[src/rtl/frog_game_ctrl_pkg.sv]
// Shared encodings and constants for the frogger game-sequencing controller.
package frog_pkg;

  localparam int unsigned ROW_W   = 3;
  localparam int unsigned COL_W   = 8;
  localparam int unsigned LIVES_W = 3;
  localparam int unsigned LEVEL_W = 2;
  localparam int unsigned STATE_W = 3;

  localparam logic [2:0] ST_IDLE = 3'd0;
  localparam logic [2:0] ST_PLAY = 3'd1;
  localparam logic [2:0] ST_HIT  = 3'd2;
  localparam logic [2:0] ST_WIN  = 3'd3;
  localparam logic [2:0] ST_OVER = 3'd4;

  localparam logic [ROW_W-1:0]   FROG_START_ROW = 3'd7;
  localparam logic [COL_W-1:0]   FROG_START_COL = 8'b0001_0000;
  localparam logic [LEVEL_W-1:0] LEVEL_MAX      = 2'd3;

  // Occupancy of the row the frog is on; rows 0, 4 and 7 carry no traffic.
  function automatic logic [COL_W-1:0] row_occ(
    input logic [ROW_W-1:0] row,
    input logic [COL_W-1:0] l1, input logic [COL_W-1:0] l2,
    input logic [COL_W-1:0] l3, input logic [COL_W-1:0] l5,
    input logic [COL_W-1:0] l6);
    case (row)
      3'd1:    row_occ = l1;
      3'd2:    row_occ = l2;
      3'd3:    row_occ = l3;
      3'd5:    row_occ = l5;
      3'd6:    row_occ = l6;
      default: row_occ = '0;
    endcase
  endfunction

endpackage

[src/rtl/frog_game_ctrl_if.sv]
// Board-side bundle: buttons and lane occupancy in, frog/lane-step/status out.
interface frog_game_ctrl_if;
  import frog_pkg::*;

  logic               btn_up_n;
  logic               btn_down_n;
  logic               btn_left_n;
  logic               btn_right_n;
  logic               btn_start_n;
  logic [COL_W-1:0]   lane1;
  logic [COL_W-1:0]   lane2;
  logic [COL_W-1:0]   lane3;
  logic [COL_W-1:0]   lane5;
  logic [COL_W-1:0]   lane6;
  logic               lane_step;
  logic [ROW_W-1:0]   frog_row;
  logic [COL_W-1:0]   frog_col;
  logic [LIVES_W-1:0] lives;
  logic [LEVEL_W-1:0] level;
  logic [STATE_W-1:0] state;

  modport master (
    input  btn_up_n, btn_down_n, btn_left_n, btn_right_n, btn_start_n,
    input  lane1, lane2, lane3, lane5, lane6,
    output lane_step, frog_row, frog_col, lives, level, state
  );

  modport slave (
    output btn_up_n, btn_down_n, btn_left_n, btn_right_n, btn_start_n,
    output lane1, lane2, lane3, lane5, lane6,
    input  lane_step, frog_row, frog_col, lives, level, state
  );
endinterface

[src/rtl/frog_game_ctrl_btn_edge_sync.sv]
// Two-flop synchronizer for an active-low button plus a one-cycle press pulse
// on each synchronized 1->0 transition.
module btn_edge_sync (
  input  logic clk,
  input  logic rst_n,
  input  logic btn_n_i,
  output logic press_o
);

  logic meta_q, sync_q, prev_q, press_q;

  always_ff @(posedge clk or negedge rst_n) begin
    if (!rst_n) begin
      meta_q  <= 1'b1;
      sync_q  <= 1'b1;
      prev_q  <= 1'b1;
      press_q <= 1'b0;
    end else begin
      meta_q  <= btn_n_i;
      sync_q  <= meta_q;
      prev_q  <= sync_q;
      press_q <= prev_q & ~sync_q;
    end
  end

  assign press_o = press_q;

endmodule

[src/rtl/frog_game_ctrl.sv]
// Frogger game sequencer: frog position, lives, level, lane-step timing and
// collision/goal detection.
module frog_game_ctrl
  import frog_pkg::*;
#(
  parameter int unsigned TICK_DIV    = 100000000,
  parameter int unsigned HOLD_CYCLES = 50000000,
  parameter int unsigned START_LIVES = 3
) (
  input  logic             clk,
  input  logic             reset,
  frog_game_ctrl_if.master bus
);

  localparam int unsigned TICK_W = (TICK_DIV > 1) ? $clog2(TICK_DIV) : 1;
  localparam int unsigned HOLD_W = (HOLD_CYCLES > 1) ? $clog2(HOLD_CYCLES) : 1;

  logic up_ev, down_ev, left_ev, right_ev, start_ev;

  btn_edge_sync u_up    (.clk(clk), .rst_n(reset), .btn_n_i(bus.btn_up_n),    .press_o(up_ev));
  btn_edge_sync u_down  (.clk(clk), .rst_n(reset), .btn_n_i(bus.btn_down_n),  .press_o(down_ev));
  btn_edge_sync u_left  (.clk(clk), .rst_n(reset), .btn_n_i(bus.btn_left_n),  .press_o(left_ev));
  btn_edge_sync u_right (.clk(clk), .rst_n(reset), .btn_n_i(bus.btn_right_n), .press_o(right_ev));
  btn_edge_sync u_start (.clk(clk), .rst_n(reset), .btn_n_i(bus.btn_start_n), .press_o(start_ev));

  logic [STATE_W-1:0] state_q, state_d;
  logic [ROW_W-1:0]   row_q, row_d;
  logic [COL_W-1:0]   col_q, col_d;
  logic [LIVES_W-1:0] lives_q, lives_d;
  logic [LEVEL_W-1:0] level_q, level_d;
  logic [TICK_W-1:0]  tick_q, tick_d;
  logic [HOLD_W-1:0]  hold_q, hold_d;
  logic               step_q, step_d;

  logic coll_c, tick_last_c, hold_last_c;

  assign coll_c = (row_occ(row_q, bus.lane1, bus.lane2, bus.lane3, bus.lane5, bus.lane6)
                   & col_q) != '0;
  // Lane period halves with each level.
  assign tick_last_c = tick_q == TICK_W'((TICK_DIV >> level_q) - 1);
  assign hold_last_c = hold_q == HOLD_W'(HOLD_CYCLES - 1);

  always_ff @(posedge clk or negedge reset) begin
    if (!reset) begin
      state_q <= ST_IDLE;
      row_q   <= FROG_START_ROW;
      col_q   <= FROG_START_COL;
      lives_q <= LIVES_W'(START_LIVES);
      level_q <= '0;
      tick_q  <= '0;
      hold_q  <= '0;
      step_q  <= 1'b0;
    end else begin
      state_q <= state_d;
      row_q   <= row_d;
      col_q   <= col_d;
      lives_q <= lives_d;
      level_q <= level_d;
      tick_q  <= tick_d;
      hold_q  <= hold_d;
      step_q  <= step_d;
    end
  end

  always_comb begin
    state_d = state_q;
    row_d   = row_q;
    col_d   = col_q;
    lives_d = lives_q;
    level_d = level_q;
    tick_d  = tick_q;
    hold_d  = hold_q;
    step_d  = 1'b0;
    case (state_q)
      ST_IDLE: begin
        if (start_ev) begin
          state_d = ST_PLAY;
          tick_d  = '0;
        end
      end
      ST_PLAY: begin
        if (coll_c) begin
          state_d = ST_HIT;
          lives_d = (lives_q != '0) ? lives_q - 3'd1 : '0;
          hold_d  = '0;
        end else if (row_q == '0) begin
          state_d = ST_WIN;
          level_d = (level_q != LEVEL_MAX) ? level_q + 2'd1 : LEVEL_MAX;
          hold_d  = '0;
        end else begin
          if (tick_last_c) begin
            step_d = 1'b1;
            tick_d = '0;
          end else begin
            tick_d = tick_q + TICK_W'(1);
          end
          // Move priority: up > down > right > left.
          if (up_ev) begin
            if (row_q != '0) row_d = row_q - 3'd1;
          end else if (down_ev) begin
            if (row_q != FROG_START_ROW) row_d = row_q + 3'd1;
          end else if (right_ev) begin
            if (!col_q[0]) col_d = col_q >> 1;
          end else if (left_ev) begin
            if (!col_q[COL_W-1]) col_d = col_q << 1;
          end
        end
      end
      ST_HIT, ST_WIN: begin
        if (hold_last_c) begin
          hold_d = '0;
          if (state_q == ST_HIT && lives_q == '0) begin
            state_d = ST_OVER;
          end else begin
            state_d = ST_PLAY;
            row_d   = FROG_START_ROW;
            col_d   = FROG_START_COL;
            tick_d  = '0;
          end
        end else begin
          hold_d = hold_q + HOLD_W'(1);
        end
      end
      ST_OVER: begin
        if (start_ev) begin
          state_d = ST_PLAY;
          lives_d = LIVES_W'(START_LIVES);
          level_d = '0;
          row_d   = FROG_START_ROW;
          col_d   = FROG_START_COL;
          tick_d  = '0;
          hold_d  = '0;
        end
      end
      default: state_d = ST_IDLE;
    endcase
  end

  // The goal row carries no traffic, so collision and win never coincide.
  assert property (@(posedge clk) disable iff (!reset)
                   !(state_q == ST_PLAY && coll_c && row_q == '0));

  assign bus.lane_step = step_q;
  assign bus.frog_row  = row_q;
  assign bus.frog_col  = col_q;
  assign bus.lives     = lives_q;
  assign bus.level     = level_q;
  assign bus.state     = state_q;

endmodule

[src/flat_wrapper.sv]
// flat-port wrapper written by rule: the top's interface ports become plain ports
module frog_game_ctrl_flat import frog_pkg::*;
#(
  parameter int unsigned TICK_DIV    = 100000000,
  parameter int unsigned HOLD_CYCLES = 50000000,
  parameter int unsigned START_LIVES = 3
)
  (clk, reset, bus_btn_up_n, bus_btn_down_n, bus_btn_left_n, bus_btn_right_n, bus_btn_start_n, bus_lane1, bus_lane2, bus_lane3, bus_lane5, bus_lane6, bus_lane_step, bus_frog_row, bus_frog_col, bus_lives, bus_level, bus_state);
  frog_game_ctrl_if bus_i ();
  input  logic clk;
  input  logic reset;
  input wire logic [$bits(bus_i.btn_up_n)-1:0] bus_btn_up_n;
  input wire logic [$bits(bus_i.btn_down_n)-1:0] bus_btn_down_n;
  input wire logic [$bits(bus_i.btn_left_n)-1:0] bus_btn_left_n;
  input wire logic [$bits(bus_i.btn_right_n)-1:0] bus_btn_right_n;
  input wire logic [$bits(bus_i.btn_start_n)-1:0] bus_btn_start_n;
  input wire logic [$bits(bus_i.lane1)-1:0] bus_lane1;
  input wire logic [$bits(bus_i.lane2)-1:0] bus_lane2;
  input wire logic [$bits(bus_i.lane3)-1:0] bus_lane3;
  input wire logic [$bits(bus_i.lane5)-1:0] bus_lane5;
  input wire logic [$bits(bus_i.lane6)-1:0] bus_lane6;
  output wire logic [$bits(bus_i.lane_step)-1:0] bus_lane_step;
  output wire logic [$bits(bus_i.frog_row)-1:0] bus_frog_row;
  output wire logic [$bits(bus_i.frog_col)-1:0] bus_frog_col;
  output wire logic [$bits(bus_i.lives)-1:0] bus_lives;
  output wire logic [$bits(bus_i.level)-1:0] bus_level;
  output wire logic [$bits(bus_i.state)-1:0] bus_state;
  assign bus_i.btn_up_n = bus_btn_up_n;
  assign bus_i.btn_down_n = bus_btn_down_n;
  assign bus_i.btn_left_n = bus_btn_left_n;
  assign bus_i.btn_right_n = bus_btn_right_n;
  assign bus_i.btn_start_n = bus_btn_start_n;
  assign bus_i.lane1 = bus_lane1;
  assign bus_i.lane2 = bus_lane2;
  assign bus_i.lane3 = bus_lane3;
  assign bus_i.lane5 = bus_lane5;
  assign bus_i.lane6 = bus_lane6;
  assign bus_lane_step = bus_i.lane_step;
  assign bus_frog_row = bus_i.frog_row;
  assign bus_frog_col = bus_i.frog_col;
  assign bus_lives = bus_i.lives;
  assign bus_level = bus_i.level;
  assign bus_state = bus_i.state;
  frog_game_ctrl #(.TICK_DIV(TICK_DIV), .HOLD_CYCLES(HOLD_CYCLES), .START_LIVES(START_LIVES)) u_core (.clk(clk), .reset(reset), .bus(bus_i));
endmodule
[config.mk]
export PLATFORM = sky130hd
export DESIGN_NAME = frog_game_ctrl_flat
export DESIGN_NICKNAME = d
export VERILOG_FILES = /design/src/rtl/frog_game_ctrl_pkg.sv /design/src/rtl/frog_game_ctrl_if.sv /design/src/rtl/frog_game_ctrl_btn_edge_sync.sv /design/src/rtl/frog_game_ctrl.sv /design/src/flat_wrapper.sv
export SDC_FILE = /design/constraint.sdc
export NUM_CORES = 1
export LEC_CHECK = 0
export CAP_MARGIN = 20
export CORE_ASPECT_RATIO = 0.5
export CORE_MARGIN = 4
export CORE_UTILIZATION = 57
export CTS_CLUSTER_SIZE = 24
export DETAILED_ROUTE_END_ITERATION = 10
export MAX_ROUTING_LAYER = met4
export PLACE_DENSITY = 0.77
export REMOVE_ABC_BUFFERS = 1
export SYNTH_ARGS = -nofsm -noshare
export SYNTH_HDL_FRONTEND = slang
export SYNTH_SLANG_ARGS = --single-unit
[constraint.sdc]
create_clock -name clk -period 4.3 [get_ports clk]
set_clock_uncertainty 0.1 [all_clocks]
set_input_delay 0.645 -clock clk [delete_from_list [all_inputs] [get_ports clk]]
set_output_delay 0.645 -clock clk [all_outputs]
set_load 0.05 [all_outputs]
==> results.rst <==
.. list-table::
   :header-rows: 1

   * - Metric
     - Value
   * - Height of the die
     - 77.8 um
   * - TritonCTS buffer count
     - 9
   * - Minimum hold slack
     - 0.256 ns
   * - Portion of total power attributed to sequential cells
     - 37.6%
   * - Number of buffers on the longest clock path
     - 2
   * - GP Congestion
     - 0.932
   * - Ratio of cells with drive above 1 in the final layout
     - 9.19%
   * - Initial antenna violation count
     - 0
   * - Setup repair after global routing missed its margin
     - false
   * - Critical path class
     - reg -> reg
   * - Overall routed net length
     - 14,300 um
   * - Family with the most delay on the worst path
     - simple AND/OR/NAND/NOR gates
   * - Die X-Extent
     - 148 um
   * - Number of warnings issued by yosys
     - 0
   * - Setup violators final
     - 0
   * - Total number of vias
     - 5,157
   * - Async S/R FF share, synth
     - 100%
   * - Most used flip-flop cell after synthesis
     - sky130_fd_sc_hd__dfrtp_1
   * - Final clock period utilization by the worst path
     - 83.6%
   * - Leakage power summed over all cells
     - 2.63 nW
   * - Postcts setup bufs
     - 0
   * - Clock net sink count
     - 93
   * - Transition time of the tightest slew-check pin
     - 0.852 ns
   * - Via count of the first global-routing pass
     - 4,895
   * - Unique masters post-synth
     - 68
   * - Final total power
     - 0.00330 W
   * - Critical path peak fanout
     - 19
   * - Resized Gates After CTS
     - 0
   * - ANT nets after route
     - 0
   * - Filler Cells Inserted
     - 736
   * - Count of state elements after synthesis
     - 93
   * - Proportion of synthesized chip area in sequential cells
     - 42.3%
   * - Hold path endpoint
     - u_core.u_left.sync_q
   * - Final-layout setup total negative slack
     - 0 ns
   * - Detail-routed via count per cell
     - 6.37
   * - Die outline area
     - 11,500 sq um
   * - CP startpoint kind
     - register
   * - First-iteration detailed-routing DRC count
     - 452
   * - Yosys top cell by area
     - sky130_fd_sc_hd__dfrtp_1
   * - Critical R2R Launch
     - u_core.bus.level[0]
   * - Internal power
     - 0.00191 W
   * - Setup slack, reg-to-reg
     - 0.70 ns
   * - Startpoint of the most critical hold path
     - u_core.u_left.meta_q
   * - Average size of a mapped cell
     - 8.93 sq um
   * - Initial standard-cell utilization of the core
     - 58.7%
   * - Main area contributors after synthesis
     - sky130_fd_sc_hd__dfrtp_1 (32%), sky130_fd_sc_hd__dfstp_2 (9.9%), sky130_fd_sc_hd__nand2_1 (3.7%)
   * - GR Overflow Total
     - 0
   * - Number of max-cap violations
     - 0
   * - Clock Root Buffer
     - sky130_fd_sc_hd__clkbuf_16
   * - Worst-path cell with the longest stage delay
     - sky130_fd_sc_hd__dfrtp_1
   * - Max stage delay on crit path
     - 0.59 ns
   * - Area growth syn-to-layout
     - 18.6%
   * - Final critical-path setup slack
     - 0.704 ns
   * - CTS Hold Bufs
     - 0
   * - Sw Pwr
     - 0.00140 W
   * - Data arrival at the endpoint of the critical path
     - 3.72 ns
   * - Post-synth design cell area
     - 5560 sq um
   * - Number of nets in the finished design
     - 727
   * - Final Hold Fails
     - 0
   * - Number of buffer and inverter instances along the worst setup path
     - 1
   * - Clock tree from TritonCTS
     - built
   * - Estimated wirelength of the detail-placed design
     - 10,100 um
   * - First-pass iteration count of the detailed router
     - 5
   * - Antenna diodes
     - 0
   * - Combined global-route utilization of all metal layers
     - 26.7%
   * - Shortest period the worst path allows
     - 3.60 ns
   * - Worst-case headroom to the max-slew limit
     - 43.1%
   * - Depth of the worst register-to-register path
     - 10
   * - VDD IR max
     - 0.000264 V
   * - Worst Hold Depth
     - 0
   * - Worst flop-to-flop path endpoint
     - u_core.tick_q[13]
   * - CTS H-Tree Depth
     - 3
   * - Number of top-level pins
     - 67
   * - Number of DRC violations after detailed routing
     - 0
   * - Status
     - completed
   * - Post-synth EDFFs
     - 0
   * - Syn Inst Count
     - 623
   * - CORE AREA
     - 9480 sq um
   * - Cell row count
     - 25
   * - Buffers added on ports
     - 66
   * - Clock power frac
     - 23.7%
   * - Combinational Power Share
     - 38.7%
   * - Clock latency reported for the late side of the worst-skew pair
     - 0.35 ns
   * - Average wire per standard cell
     - 17.7 um
   * - Worst slack at placement
     - 0.720 ns
   * - CTS clk-pin slew, worst paths
     - 0.07 ns
   * - Cell area power density
     - 501 nW/um^2
   * - Class of the worst hold path
     - reg -> reg
   * - Switching share of power
     - 42.3%
   * - Chain of cells forming the critical path
     - nor2b_1 -> inv_1 -> ha_1 -> nand2_1 -> a21oi_1 -> o21ai_0 -> a2111oi_4 -> nor2_2 -> nand2b_1 -> o41ai_1
   * - Setup crit end kind
     - register
   * - Required time at the worst-slack endpoint
     - 4.43 ns
   * - Maximum number of pins on one net before global-route repair
     - 67
   * - Max Fclk
     - 278 MHz
   * - Area share of the leading cell type in the synthesized netlist
     - 32.4%
   * - Final slew viol count
     - 0
   * - Global-route wire length before repair
     - 24,400 um
logic make-up (layout without fill, tap and decap cells):
kind of cell	after synthesis	after routing	synth area share [%]
xor+xnor	2	2	0.315
compound gates	202	202	26.2
mux	10	10	1.94
buf+inv	67	119	5.00
flops	93	93	42.3
simple gates	239	239	22.0
fa+ha+maj	10	10	2.25
worst max-delay path by stage:
stage | start | to | slack, ns | cells after the start
global route | u_core.bus.level[0] | u_core.tick_q[13] | 0.32 | 10
floorplan | u_core.bus.frog_row[1] | u_core.tick_q[15] | 0.54 | 8
CTS | u_core.bus.level[0] | u_core.tick_q[13] | 0.70 | 10
global placement | bus_lane3[0] | u_core.hold_q[21] | 0.78 | 8
detailed placement | u_core.bus.level[0] | u_core.tick_q[13] | 0.72 | 10
finish | u_core.bus.level[0] | u_core.tick_q[13] | 0.70 | 10
power groups by stage:
stage / combinational [W] / clock, W / sequential, W
after global placement: 0.00124 / 0 / 0.00124
final: 0.00128 / 0.000782 / 0.00124
after detailed placement: 0.00127 / 0 / 0.00125
after CTS: 0.00128 / 0.000794 / 0.00123
after floorplan: 0.000717 / 0 / 0.00135
after global routing: 0.00140 / 0.000832 / 0.00127
layout by cell type, fill, tap and decap left out, drive strengths merged, types with 8 or more instances in the layout:
cell and instances:
a22oi 10, ha 10, a21oi 29, dfrtp 72
nand4 14, a211o 8, o21ai 29, dfstp 21
a211oi 10, nor4 9, nor2 51, nor2b 9
nor3 19, clkbuf 9, nand2 56, a31oi 26
clkdlybuf4s50 65, and3 11, nand2b 14, buf 11
a22o 16, o31ai 24, nand3 28, inv 31
per-layer routing:
metal / GRT usage (%) / part of all wire (%)
met4: 6.32 / 1.0
met3: 4.61 / 5.8
met1: 35.5 / 45
met2: 43.3 / 48
met5: - / 0
through the flow:
stage / cell area (sq um) / utilization, % / cells
2_1_floorplan: 5380 / - / 583
3_3_place_gp: 6280 / 66.3 / 793
3_5_place_dp: 6300 / 66.5 / 794
4_1_cts: 6590 / 69.6 / 810
5_1_grt: 6590 / 69.6 / 810
6_report: 6590 / 69.6 / 810
flip-flops by register name, summed over array words and instances, names as in the netlist, 2 cells and up:
| name | cells |
|---|---|
| u_core.bus.state | 3 |
| u_core.bus.frog_row | 3 |
| u_core.tick_q | 27 |
| u_core.bus.lives | 3 |
| u_core.bus.level | 2 |
| u_core.hold_q | 26 |
| u_core.bus.frog_col | 8 |
cells in the mapped netlist (3+ instances only):
| library cell | count |
|---|---|
| sky130_fd_sc_hd__dfrtp_1 | 72 |
| sky130_fd_sc_hd__nand2_1 | 55 |
| sky130_fd_sc_hd__nor2_1 | 50 |
| sky130_fd_sc_hd__a21oi_1 | 29 |
| sky130_fd_sc_hd__o21ai_0 | 29 |
| sky130_fd_sc_hd__nand3_1 | 28 |
| sky130_fd_sc_hd__inv_1 | 27 |
| sky130_fd_sc_hd__a31oi_1 | 26 |
| sky130_fd_sc_hd__clkbuf_1 | 24 |
| sky130_fd_sc_hd__o31ai_1 | 24 |
| sky130_fd_sc_hd__dfstp_2 | 21 |
| sky130_fd_sc_hd__nor3_1 | 19 |
| sky130_fd_sc_hd__a22o_1 | 16 |
| sky130_fd_sc_hd__nand2b_1 | 14 |
| sky130_fd_sc_hd__nand4_1 | 14 |
| sky130_fd_sc_hd__buf_2 | 12 |
| sky130_fd_sc_hd__and3_1 | 11 |
| sky130_fd_sc_hd__a211oi_1 | 10 |
| sky130_fd_sc_hd__a22oi_1 | 10 |
| sky130_fd_sc_hd__ha_1 | 10 |
| sky130_fd_sc_hd__nor2b_1 | 9 |
| sky130_fd_sc_hd__a211o_1 | 8 |
| sky130_fd_sc_hd__nor4_1 | 8 |
| sky130_fd_sc_hd__and2_1 | 6 |
| sky130_fd_sc_hd__nor3b_1 | 6 |
| sky130_fd_sc_hd__mux2_2 | 5 |
| sky130_fd_sc_hd__o41ai_1 | 5 |
| sky130_fd_sc_hd__a221oi_1 | 4 |
| sky130_fd_sc_hd__a41oi_1 | 4 |
| sky130_fd_sc_hd__and4_1 | 4 |
| sky130_fd_sc_hd__mux2i_1 | 4 |
| sky130_fd_sc_hd__nor4b_1 | 4 |
| sky130_fd_sc_hd__o21a_1 | 4 |
| sky130_fd_sc_hd__o22ai_1 | 4 |
| sky130_fd_sc_hd__o32ai_1 | 4 |
| sky130_fd_sc_hd__o211ai_1 | 3 |
area by class of cell:
type / count / area, sq um / share of cell area, %
multi-input cells: 463 / 2940 / 44.5
clock buffers: 9 / 225 / 3.42
repair buffers: 76 / 741 / 11.2
flip-flops and latches: 93 / 2350 / 35.7
inverters: 27 / 101 / 1.54
well taps: 135 / 169 / 2.56
clock inverters: 7 / 67.6 / 1.02
(Power assumes the default switching activity.)
